===== src/rtl/tstate_sequencer_pkg.sv =====
// Shared T-state one-hot constants, interrupt-source encodings and the BRK opcode
// for the 6502C instruction sequencer.
package tstate_sequencer_pkg;

  localparam int unsigned T_W = 7;

  localparam logic [6:0] T0 = 7'b0000001;
  localparam logic [6:0] T1 = 7'b0000010;
  localparam logic [6:0] T2 = 7'b0000100;
  localparam logic [6:0] T3 = 7'b0001000;
  localparam logic [6:0] T4 = 7'b0010000;
  localparam logic [6:0] T5 = 7'b0100000;
  localparam logic [6:0] T6 = 7'b1000000;

  localparam logic [1:0] INT_NONE  = 2'd0;
  localparam logic [1:0] INT_IRQ   = 2'd1;
  localparam logic [1:0] INT_NMI   = 2'd2;
  localparam logic [1:0] INT_RESET = 2'd3;

  localparam logic [7:0] BRK_OP_DEF = 8'h00;

  typedef enum logic {
    ST_RUN = 1'b0,
    ST_JAM = 1'b1
  } seq_state_e;

  // x/z anywhere makes the result x, which callers must treat as "not one-hot".
  function automatic logic is_onehot7(input logic [6:0] v);
    return (v != 7'd0) && ((v & (v - 7'd1)) == 7'd0);
  endfunction

endpackage


===== src/rtl/tstate_sequencer_nmi_edge_det.sv =====
// NMI falling-edge detector with a sticky pending flag; the edge is also passed
// straight through so an edge in a boundary cycle is seen by that boundary.
module nmi_edge_det (
  input  logic phi2,
  input  logic rst,
  input  logic nmi_n,
  input  logic clear,
  output logic nmi_pend
);

  logic r_prev;
  logic r_pend;
  logic w_edge;

  assign w_edge = r_prev & ~nmi_n;

  always_ff @(posedge phi2) begin
    if (rst) begin
      r_prev <= 1'b1;
      r_pend <= 1'b0;
    end else begin
      r_prev <= nmi_n;
      // A new edge outranks a clear issued in the same cycle.
      if (w_edge) begin
        r_pend <= 1'b1;
      end else if (clear) begin
        r_pend <= 1'b0;
      end
    end
  end

  assign nmi_pend = r_pend | w_edge;

endmodule


===== src/rtl/tstate_sequencer.sv =====
// 6502C instruction register and T-state sequencer: registers the decoder's next-T,
// injects BRK for reset/NMI/IRQ at boundaries, jams on an illegal T-state until reset.
module tstate_sequencer
  import tstate_sequencer_pkg::*;
#(
  parameter logic [7:0] BRK_OP = BRK_OP_DEF
) (
  input  logic       phi2,
  input  logic       rst,
  input  logic       rdy,
  input  logic [7:0] db_in,
  input  logic [6:0] next_t,
  input  logic       status_i,
  input  logic       nmi_n,
  input  logic       irq_n,
  output logic [7:0] opcode,
  output logic [6:0] curr_t,
  output logic       sync,
  output logic [1:0] int_kind,
  output logic       pc_inc_sup,
  output logic       jam
);

  seq_state_e r_state;
  seq_state_e w_state_nxt;

  logic [7:0] r_ir;
  logic [6:0] r_t;
  logic [1:0] r_int;
  logic       r_rst_pend;

  logic [7:0] w_ir_nxt;
  logic [6:0] w_t_nxt;
  logic [1:0] w_int_nxt;
  logic       w_rst_pend_nxt;
  logic       w_nmi_clr;
  logic       w_illegal;
  logic       w_nmi_pend;
  logic       w_irq_req;

  nmi_edge_det u_nmi (
    .phi2     (phi2),
    .rst      (rst),
    .nmi_n    (nmi_n),
    .clear    (w_nmi_clr),
    .nmi_pend (w_nmi_pend)
  );

  assign w_irq_req = ~irq_n & ~status_i;

  // FSM state register
  always_ff @(posedge phi2) begin
    if (rst) begin
      r_state <= ST_RUN;
    end else begin
      r_state <= w_state_nxt;
    end
  end

  // FSM next-state
  always_comb begin
    w_state_nxt = r_state;
    if (r_state == ST_RUN && w_illegal) begin
      w_state_nxt = ST_JAM;
    end
  end

  // FSM outputs
  always_comb begin
    jam = (r_state == ST_JAM);
  end

  // Sequencing datapath: everything holds unless running with rdy high.
  always_comb begin
    w_ir_nxt       = r_ir;
    w_t_nxt        = r_t;
    w_int_nxt      = r_int;
    w_rst_pend_nxt = r_rst_pend;
    w_nmi_clr      = 1'b0;
    w_illegal      = 1'b0;
    if (r_state == ST_RUN && rdy) begin
      if (r_t == T1) begin
        w_ir_nxt = (r_int != INT_NONE) ? BRK_OP : db_in;
        w_t_nxt  = T2;
      end else if (is_onehot7(next_t)) begin
        w_t_nxt = next_t;
        if (next_t == T1) begin
          if (r_rst_pend) begin
            w_int_nxt      = INT_RESET;
            w_rst_pend_nxt = 1'b0;
          end else if (w_nmi_pend) begin
            w_int_nxt = INT_NMI;
            w_nmi_clr = 1'b1;
          end else if (w_irq_req) begin
            w_int_nxt = INT_IRQ;
          end else begin
            w_int_nxt = INT_NONE;
          end
        end
      end else begin
        w_illegal = 1'b1;
      end
    end
  end

  // Reset leaves the reset injection already latched, so the first T1 fetches BRK.
  always_ff @(posedge phi2) begin
    if (rst) begin
      r_ir       <= 8'h00;
      r_t        <= T1;
      r_int      <= INT_RESET;
      r_rst_pend <= 1'b0;
    end else begin
      r_ir       <= w_ir_nxt;
      r_t        <= w_t_nxt;
      r_int      <= w_int_nxt;
      r_rst_pend <= w_rst_pend_nxt;
    end
  end

  assign opcode     = r_ir;
  assign curr_t     = r_t;
  assign sync       = (r_t == T1);
  assign int_kind   = r_int;
  assign pc_inc_sup = (r_int != INT_NONE);

endmodule


===== config.mk =====
export PLATFORM = sky130hd
export DESIGN_NAME = tstate_sequencer
export DESIGN_NICKNAME = d
export VERILOG_FILES = /design/src/rtl/tstate_sequencer_pkg.sv /design/src/rtl/tstate_sequencer_nmi_edge_det.sv /design/src/rtl/tstate_sequencer.sv
export SDC_FILE = /design/constraint.sdc
export NUM_CORES = 1
export LEC_CHECK = 0
export CELL_PAD_IN_SITES_DETAIL_PLACEMENT = 0
export CELL_PAD_IN_SITES_GLOBAL_PLACEMENT = 1
export CORE_MARGIN = 5
export CORE_UTILIZATION = 30
export DETAILED_ROUTE_END_ITERATION = 10
export GPL_TIMING_DRIVEN = 0
export PLACE_DENSITY = 0.91
export SKIP_LAST_GASP = 1
export SLEW_MARGIN = 10
export SYNTH_ARGS = -nofsm -noshare
export SYNTH_HDL_FRONTEND = slang
export SYNTH_SLANG_ARGS = --single-unit

===== constraint.sdc =====
create_clock -name phi2 -period 2.6 [get_ports phi2]
set_input_delay 0.26 -clock phi2 [delete_from_list [all_inputs] [get_ports phi2]]
set_output_delay 0.26 -clock phi2 [all_outputs]
set_load 0.05 [all_outputs]

==> results of run 1 <==
-- state kept, by name, summed over array words and instances, names as in the netlist --
signal,flops
u_nmi.r_pend,1
opcode,8
u_nmi.r_prev,1
jam,1
curr_t,7
int_kind,2
-- kinds of logic (layout without fill, tap and decap cells) --
logic type             Yosys count  count (layout)  share of synthesized area
and+or+nand+nor                 51              51                      0.302
muxes                            4               4                     0.0458
buffers and inverters            7              50                     0.0401
DFF                             20              20                      0.458
AOI/OAI and AO/OA               23              23                      0.155
-- power by group --
group | switching [W] | internal (W) | total [W]
logic | 0.0000937 | 0.0000653 | 0.000159
registers | 0.00000750 | 0.000316 | 0.000323
clock network | 0.0000909 | 0.0000539 | 0.000145
-- final cells by class --
| class | instances | area (sq um) |
|---|---|---|
| Buffer | 4 | 23.8 |
| Clock buffer | 3 | 22.5 |
| Fill cell | 288 | 1440 |
| Inverter | 3 | 11.3 |
| Multi-Input combinational cell | 78 | 439 |
| Sequential cell | 20 | 400 |
| Tap cell | 31 | 38.8 |
| Timing Repair Buffer | 40 | 403 |
-- per-stage QoR --
step                      utilization  hold WS [ns]  cell area, sq um  setup slack, ns
after global placement          0.472         0.442              1310            0.290
after floorplan                     -         0.367               875            0.814
after global routing            0.481         0.473              1340            0.196
after detailed placement        0.472         0.450              1310            0.281
final                           0.481         0.461              1340            0.402
after CTS                       0.480         0.464              1340           0.0163
-- tightest hold or removal path, cell delays in order (launching register included) --
cell and delay (ns):
dfxtp_1 0.33, nand2_1 0.05, a21oi_1 0.05
-- placed cells by master (no fill, tap or decap), types with 2 or more instances in the layout --
cell,instances
nor2_1,7
dfxtp_1,20
nand2b_1,5
clkbuf_1,2
nor3_1,2
clkdlybuf4s50_1,39
inv_1,3
nor3b_1,3
clkbuf_4,3
mux2i_1,4
nand3_1,15
nand2_1,10
a21oi_1,15
a211oi_1,2
nor4_1,2
nor2b_1,4
-- worst max-delay path by stage --
stage	end	slack [ns]	cells after the start
after global placement	u_nmi.r_pend	0.29	6
after detailed placement	u_nmi.r_pend	0.28	6
after CTS	sync	0.02	4
after global routing	sync	0.20	4
final	sync	0.40	4
after floorplan	sync	0.81	3
-- per-layer routing --
| layer | up-vias | share of wire |
|---|---|---|
| met3 | 2 | 0.056 |
| met2 | 25 | 0.50 |
| met4 | 0 | 0.0039 |
| li1 | 460 | - |
| met5 | - | 0 |
| met1 | 409 | 0.44 |
-- what timing repair did --
action	in CTS	in global routing
hold buffers	0	0
endpoints found under the setup margin	0	1
gates resized for setup	0	1
==> results_dict.tcl, run 1 <==
set metrics [dict create \
    status "complete, no violations" \
    power_w 0.000627 \
    fin_cells 179 \
    period_minus_slack_ns 2.20 \
    clkSinkCount 20 \
    p_leak_nw 0.479 \
    core_area_sq_um 2780 \
    hold_path_end "opcode[4]" \
    antenna_found_initial 0 \
    slew_headroom 0.627 \
    rsz0062_at_grt "no" \
    fin_setup_tns_ns 0 \
    grt.met1_usage 0.145 \
    cts_htree_levels 1 \
    grt_usage 0.115 \
    synth_edf_count 0 \
    yosys.area.top_type_share 0.458 \
    post_drt_wl_per_cell_microns 12.9 \
    synthTopCellsByCount "dfxtp_1 (20), a21oi_1 (15), nand3_1 (15)" \
    timing.final.setup_violations 0 \
    antenna_left 0 \
    cp-startpoint "curr_t[2]" \
    die_w_microns 64.0 \
    powerDensity_nw_per_um2 468 \
    cts-root-buf "clkbuf_4" \
    peakVddDrop_v 0.000397 \
    arrival_ns 1.94 \
    timing.final.hold_violations 0 \
    synth_nets 126 \
    rrSetupSlack_ns 0.80 \
    synth_area_sq_um 875 \
    grt_pass1_wl_microns 3850 \
    design.portCount 41 \
    rr_worst_depth 6 \
    path_buf_inv 2 \
    overflow 0 \
    grt_pass1_vias 842 \
    cp_slowest_cell "dlymetal6s2s_1" \
    rr_endpoint "opcode[4]" \
    ys_ff_latch 20 \
    portBuffers 40 \
    hold_start "opcode[4]" \
    skew_ns 0.00332 \
    final-max-slew-violation-count 0 \
    maxCapViolations 0 \
    yosysSeqAreaShare 0.458 \
    dieArea_sq_um 4100 \
    dr_total_vias 896 \
    path_clk_slew_ns 0.11 \
    period_share 0.846 \
    drt-total-wl_microns 2320 \
    first_iter_violations 22 \
    synth_most_common_cell "dfxtp_1" \
    rows 19 \
    slowest_delay_ns 0.43 \
    postCtsSetupBuffers 0 \
    synth_cell_type_count 25 \
    ys.flop_type "dfxtp_1" \
    dr.pass1.iters 4 \
    hold-path-cell-count 2 \
    cts_tree "yes" \
    crit_chain "nor4_1 > nand3_1 > inv_1 > dlymetal6s2s_1" \
    drc 0 \
    gp_congestion 0.874 \
    syn_area_per_cell_sq_um 8.33 \
    dp.cells 176 \
    initial_core_util 0.314 \
    die_h_microns 64.0 \
    grt_use_met2 0.187 \
    clock_path_buffers 2 \
    hpwl_microns 1830 \
    async_flop_share 0 \
    worstMarginPinSlew_ns 0.557 \
    final_layout_size_suffix_gt1_frac 0.0541 \
    drt-vias-per-instance 5.01 \
    insertedDiodeCount 0 \
    cp-start-kind "register" \
    busiest_layer "met2" \
    critPathMaxFanout 9 \
    areaGrowthSynthToFinish_pct 53.1 \
    cts_made_buffers 3 \
    netlist_top_cells_area "dfxtp_1 (46%), a21oi_1 (8.6%), nand3_1 (8.6%), mux2i_1 (4.6%), nand2_1 (4.3%)" \
    worst-setup-path-type "reg -> out" \
    fin_nets 171 \
    synthCells 105 \
    grt_use_met3 0.0403 \
    cp_top_family "simple AND/OR/NAND/NOR gates" \
    synth_top_area_cell "dfxtp_1" \
    ys_warn_count 0 \
    grt_max_degree 11 \
    cp-end-kind "output pin" \
    critPathRequiredTime_ns 2.34 \
    clk_latency_ns 0.29 \
    hold_path.class "reg -> reg" \
    rr_startpoint "curr_t[2]" \
    max_freq_mhz 455 \
]
(Power assumes the default switching activity.)
==> run 2, diff against run 1 <==
- CORE_UTILIZATION: 30 -> 28
- PLACE_DENSITY: 0.91 -> 0.86
- clock period: 2.6 -> 2.14 ns (I/O delays scaled with it)
==> run 2 against run 1 <==
Global-route usage decreased by 0.97 points; flip-flop and latch count unchanged; combinational power increased by 23%; via count decreased by 0.67%; total power increased by 21%; critical path type unchanged.
==> results_dict.tcl, run 2 (synthesis results as in run 1) <==
set metrics [dict create \
    clk_latency_ns 0.29 \
    grt_pass1_wl_microns 3550 \
    insertedDiodeCount 0 \
    hold_start "opcode[5]" \
    areaGrowthSynthToFinish_pct 56.4 \
    max_freq_mhz 498 \
    p_seq_frac 0.519 \
    worstMarginPinSlew_ns 0.515 \
    period_share 0.939 \
    dr.pass1.iters 4 \
    rsz0062_at_grt "no" \
    drt-total-wl_microns 2290 \
    p_leak_nw 0.479 \
    regArea_sq_um 400 \
    grt_max_degree 11 \
    postCtsSetupBuffers 0 \
    fin_nets 171 \
    antenna_left 0 \
    timing.final.setup_violations 0 \
    design.portCount 41 \
    drt-vias-per-instance 4.64 \
    cts_htree_levels 1 \
    postCtsHoldBufs 0 \
    combPwrFrac 0.258 \
    status "complete, no violations" \
    dpl-instance-area_sq_um 1330 \
    cts-root-buf "clkbuf_4" \
    final_layout_size_suffix_gt1_frac 0.0811 \
    cts_resized 5 \
    powerDensity_nw_per_um2 555 \
    cp-end-kind "output pin" \
    switching_share 0.302 \
    clkSinkCount 20 \
    slew_headroom 0.655 \
    slowest_delay_ns 0.42 \
    first_iter_violations 31 \
    final-max-slew-violation-count 0 \
    portBuffers 40 \
    critPathRequiredTime_ns 1.93 \
    drc 0 \
    cts_tree "yes" \
    p_clk_frac 0.224 \
    skew_ns 0.00381 \
    hpwl_microns 1850 \
    grt_pass1_vias 824 \
    final_cell_mix "clkdlybuf4s50_1 (39), dfxtp_1 (20), a21oi_1 (15), nand3_1 (14), nand2_1 (10)" \
    largest_register_ff_count 8 \
    design_area_sq_um 1370 \
    power.switching_w 0.000229 \
    p_int_w 0.000530 \
    period_minus_slack_ns 2.01 \
    cts_made_buffers 3 \
    hold_path.class "reg -> reg" \
    cp_slowest_cell "nor4_2" \
    die_h_microns 65.9 \
    die_w_microns 65.9 \
    multi_input_area_sq_um 453 \
    antenna_found_initial 0 \
    timing.final.hold_violations 0 \
    maxCapViolations 0 \
    core_area_sq_um 3030 \
    arrival_ns 1.80 \
    post_drt_wl_per_cell_microns 11.9 \
    cp-start-kind "register" \
    crit_chain "nor4_2 > nand3_2 > inv_1 > clkdlybuf4s15_2" \
    final_common_cell "clkdlybuf4s50_1" \
    peakVddDrop_v 0.000422 \
    cp-startpoint "curr_t[2]" \
    critPathMaxFanout 9 \
    path_clk_slew_ns 0.10 \
    rows 20 \
    dr_total_vias 890 \
    clock_path_buffers 2 \
    worst-setup-path-type "reg -> out" \
    fin_hold_ws_ns 0.454 \
    grt_usage 0.105 \
    rr_startpoint "curr_t[2]" \
    fillCellCount 306 \
    overflow 0 \
    gp_congestion 0.710 \
    dieArea_sq_um 4340 \
    initial_core_util 0.289 \
]
## run 2: worst paths after layout
| kind | cells after the start | slack (ns) | to |
|---|---|---|---|
| max | 4 | 0.13 | sync |
| min | 2 | 0.45 | opcode[5] |
| max reg2reg | 6 | 0.45 | opcode[1] |
| min reg2reg | 2 | 0.45 | opcode[5] |
## run 2: critical path, delay by kind of cell, from the launching register on
family        cells  cell delay (ns)
simple gates      2             0.68
buf+inv           2             0.48
flops             1             0.35
## run 2: metrics by stage
step	std cells	TNS, ns	utilization	setup WS (ns)	power, W
final	192	0	0.452	0.130	0.000759
after detailed placement	189	-0.580	0.439	-0.150	0.000595
after CTS	192	0	0.451	0.0599	0.000767
after global routing	192	0	0.452	0.0189	0.000799
after global placement	189	-0.434	0.439	-0.129	0.000593
after floorplan	105	0	-	0.400	0.000509
## run 2: routing by layer
layer,track usage,routed length (microns),vias up
met5,0,0,-
met2,0.193,1150,28
met1,0.113,976,405
met3,0.0442,145,2
li1,-,-,455
met4,0.0155,14,0
## run 2: area by class of cell
type / count / area share
clock buffers: 3 / 0.0165
plain buffers: 4 / 0.0174
flip-flops and latches: 20 / 0.293
well taps: 44 / 0.0403
inverters: 3 / 0.00823
repair buffers: 40 / 0.294
multi-input cells: 78 / 0.331
## run 2: power groups by stage
| stage | clock network [W] | registers [W] | logic, W |
|---|---|---|---|
| after floorplan | 0 | 0.000430 | 0.0000790 |
| after global placement | 0 | 0.000400 | 0.000193 |
| after detailed placement | 0 | 0.000400 | 0.000195 |
| after CTS | 0.000176 | 0.000393 | 0.000198 |
| after global routing | 0.000193 | 0.000396 | 0.000210 |
| final | 0.000170 | 0.000393 | 0.000195 |
==> run 3, diff against run 2 <==
- ABC_CLOCK_PERIOD_IN_PS: unset -> 2140
- CORE_ASPECT_RATIO: unset -> 0.9
==> run 3 against run 2 <==
Largest cell class unchanged; global-route usage rose by 1.5 points; critical path type unchanged; cell area shrank 0.18%; routed wire length grew 5.0%; via count is 2.6% higher; worst hold slack better by 0.0070 ns; clock power is essentially flat; sequential power hardly changed; maximum frequency up 0.43%; setup slack better by 0.0085 ns; core utilization about the same; critical path depth is the same.
==> results_dict.tcl, run 3 (synthesis results as in run 1) <==
set metrics [dict create \
    fillCellCount 308 \
    overflow 0 \
    cts-root-buf "clkbuf_4" \
    worst_slack_ns 0.139 \
    slew_headroom 0.656 \
    final_layout_size_suffix_gt1_frac 0.0811 \
    die_h_microns 63.0 \
    rsz0062_at_grt "no" \
    clock_path_buffers 2 \
    drt-vias-per-instance 4.81 \
    final_common_cell "clkdlybuf4s50_1" \
    fin_nets 171 \
    switching_share 0.307 \
    hpwl_microns 1880 \
    skew_ns 0.00198 \
    grt_pass1_vias 968 \
    cts_made_buffers 3 \
    power.switching_w 0.000235 \
    cp-end-kind "output pin" \
    max_freq_mhz 500 \
    drc 0 \
    period_share 0.935 \
    cts_htree_levels 1 \
    critPathRequiredTime_ns 1.93 \
    arrival_ns 1.79 \
    die_w_microns 68.9 \
    cts_tree "yes" \
    portBuffers 40 \
    initial_core_util 0.290 \
    pre_cts_slack_ns -0.156 \
    grt_usage 0.120 \
    p_clk_frac 0.227 \
    grt_max_degree 11 \
    grt_pass1_wl_microns 4150 \
    dr.pass1.iters 4 \
    design.portCount 41 \
    maxCapViolations 0 \
    critPathMaxFanout 9 \
    p_int_w 0.000530 \
    antenna_left 0 \
    post_drt_wl_per_cell_microns 12.7 \
    dieArea_sq_um 4340 \
    period_minus_slack_ns 2.00 \
    clk_latency_ns 0.29 \
    p_seq_frac 0.515 \
    antenna_found_initial 0 \
    power_w 0.000765 \
    areaGrowthSynthToFinish_pct 56.1 \
    final-max-slew-violation-count 0 \
    combPwrFrac 0.259 \
    peakVddDrop_v 0.000385 \
    path_clk_slew_ns 0.10 \
    clkSinkCount 20 \
    worstMarginPinSlew_ns 0.514 \
    timing.final.setup_violations 0 \
    first_iter_violations 30 \
    powerDensity_nw_per_um2 560 \
    p_leak_nw 0.479 \
    timing.final.hold_violations 0 \
    largest_register_ff_count 8 \
    dr_total_vias 913 \
    gp_congestion 0.895 \
    final_cell_mix "clkdlybuf4s50_1 (39), dfxtp_1 (20), a21oi_1 (15), nand3_1 (14), nand2_1 (10)" \
    postCtsHoldBufs 0 \
    core_area_sq_um 3020 \
    hold_path.class "reg -> reg" \
    status "complete, no violations" \
    drt-total-wl_microns 2400 \
    rows 19 \
    worst-setup-path-type "reg -> out" \
    insertedDiodeCount 0 \
    cp-start-kind "register" \
]
## run 3: final timing paths
path	end	slack (ns)	start	depth (start not counted)
max	sync	0.14	curr_t[2]	4
min reg2reg	opcode[6]	0.46	opcode[6]	2
min	opcode[6]	0.46	opcode[6]	2
max reg2reg	opcode[0]	0.44	curr_t[2]	6
## run 3: critical path, cell delays in order (launching register included)
cell and delay, ns:
dfxtp_1 0.35, nor4_2 0.40, nand3_2 0.27, inv_1 0.10
clkdlybuf4s15_2 0.37
## run 3: stage by stage
stage	hold WS (ns)	util	cells	area, sq um	setup TNS (ns)
global route	0.490	0.452	190	1370	0
CTS	0.461	0.452	190	1370	0
floorplan	0.321	-	105	875	0
detailed placement	0.448	0.440	187	1330	-0.567
finish	0.461	0.452	190	1370	0
global placement	0.443	0.440	187	1330	-0.451
## run 3: power by group through the flow
stage	combinational, W	clock [W]	sequential [W]
after floorplan	0.0000790	0	0.000430
after global placement	0.000193	0	0.000401
after global routing	0.000211	0.000201	0.000396
after CTS	0.000200	0.000185	0.000394
after detailed placement	0.000198	0	0.000401
final	0.000198	0.000173	0.000394
## run 3: metal layers
layer	GRT usage	wire, microns	vias up
met1	0.143	1090	418
li1	-	-	462
met2	0.205	1140	30
met3	0.0486	173	3
met5	0	0	-
met4	0.0122	6	0
## run 3: cell type report
cell class	instances	area, sq um	area share
multi-input combinational	78	453	0.332
timing repair buffer	40	402	0.294
sequential	20	400	0.293
tap	42	52.6	0.0385
buffer	4	23.8	0.0174
clock buffer	3	22.5	0.0165
inverter	3	11.3	0.00825
## run 3: what timing repair did
action,CTS,global route
setup buffers,0,0
setup endpoints to repair,2,0
resized for setup,6,0
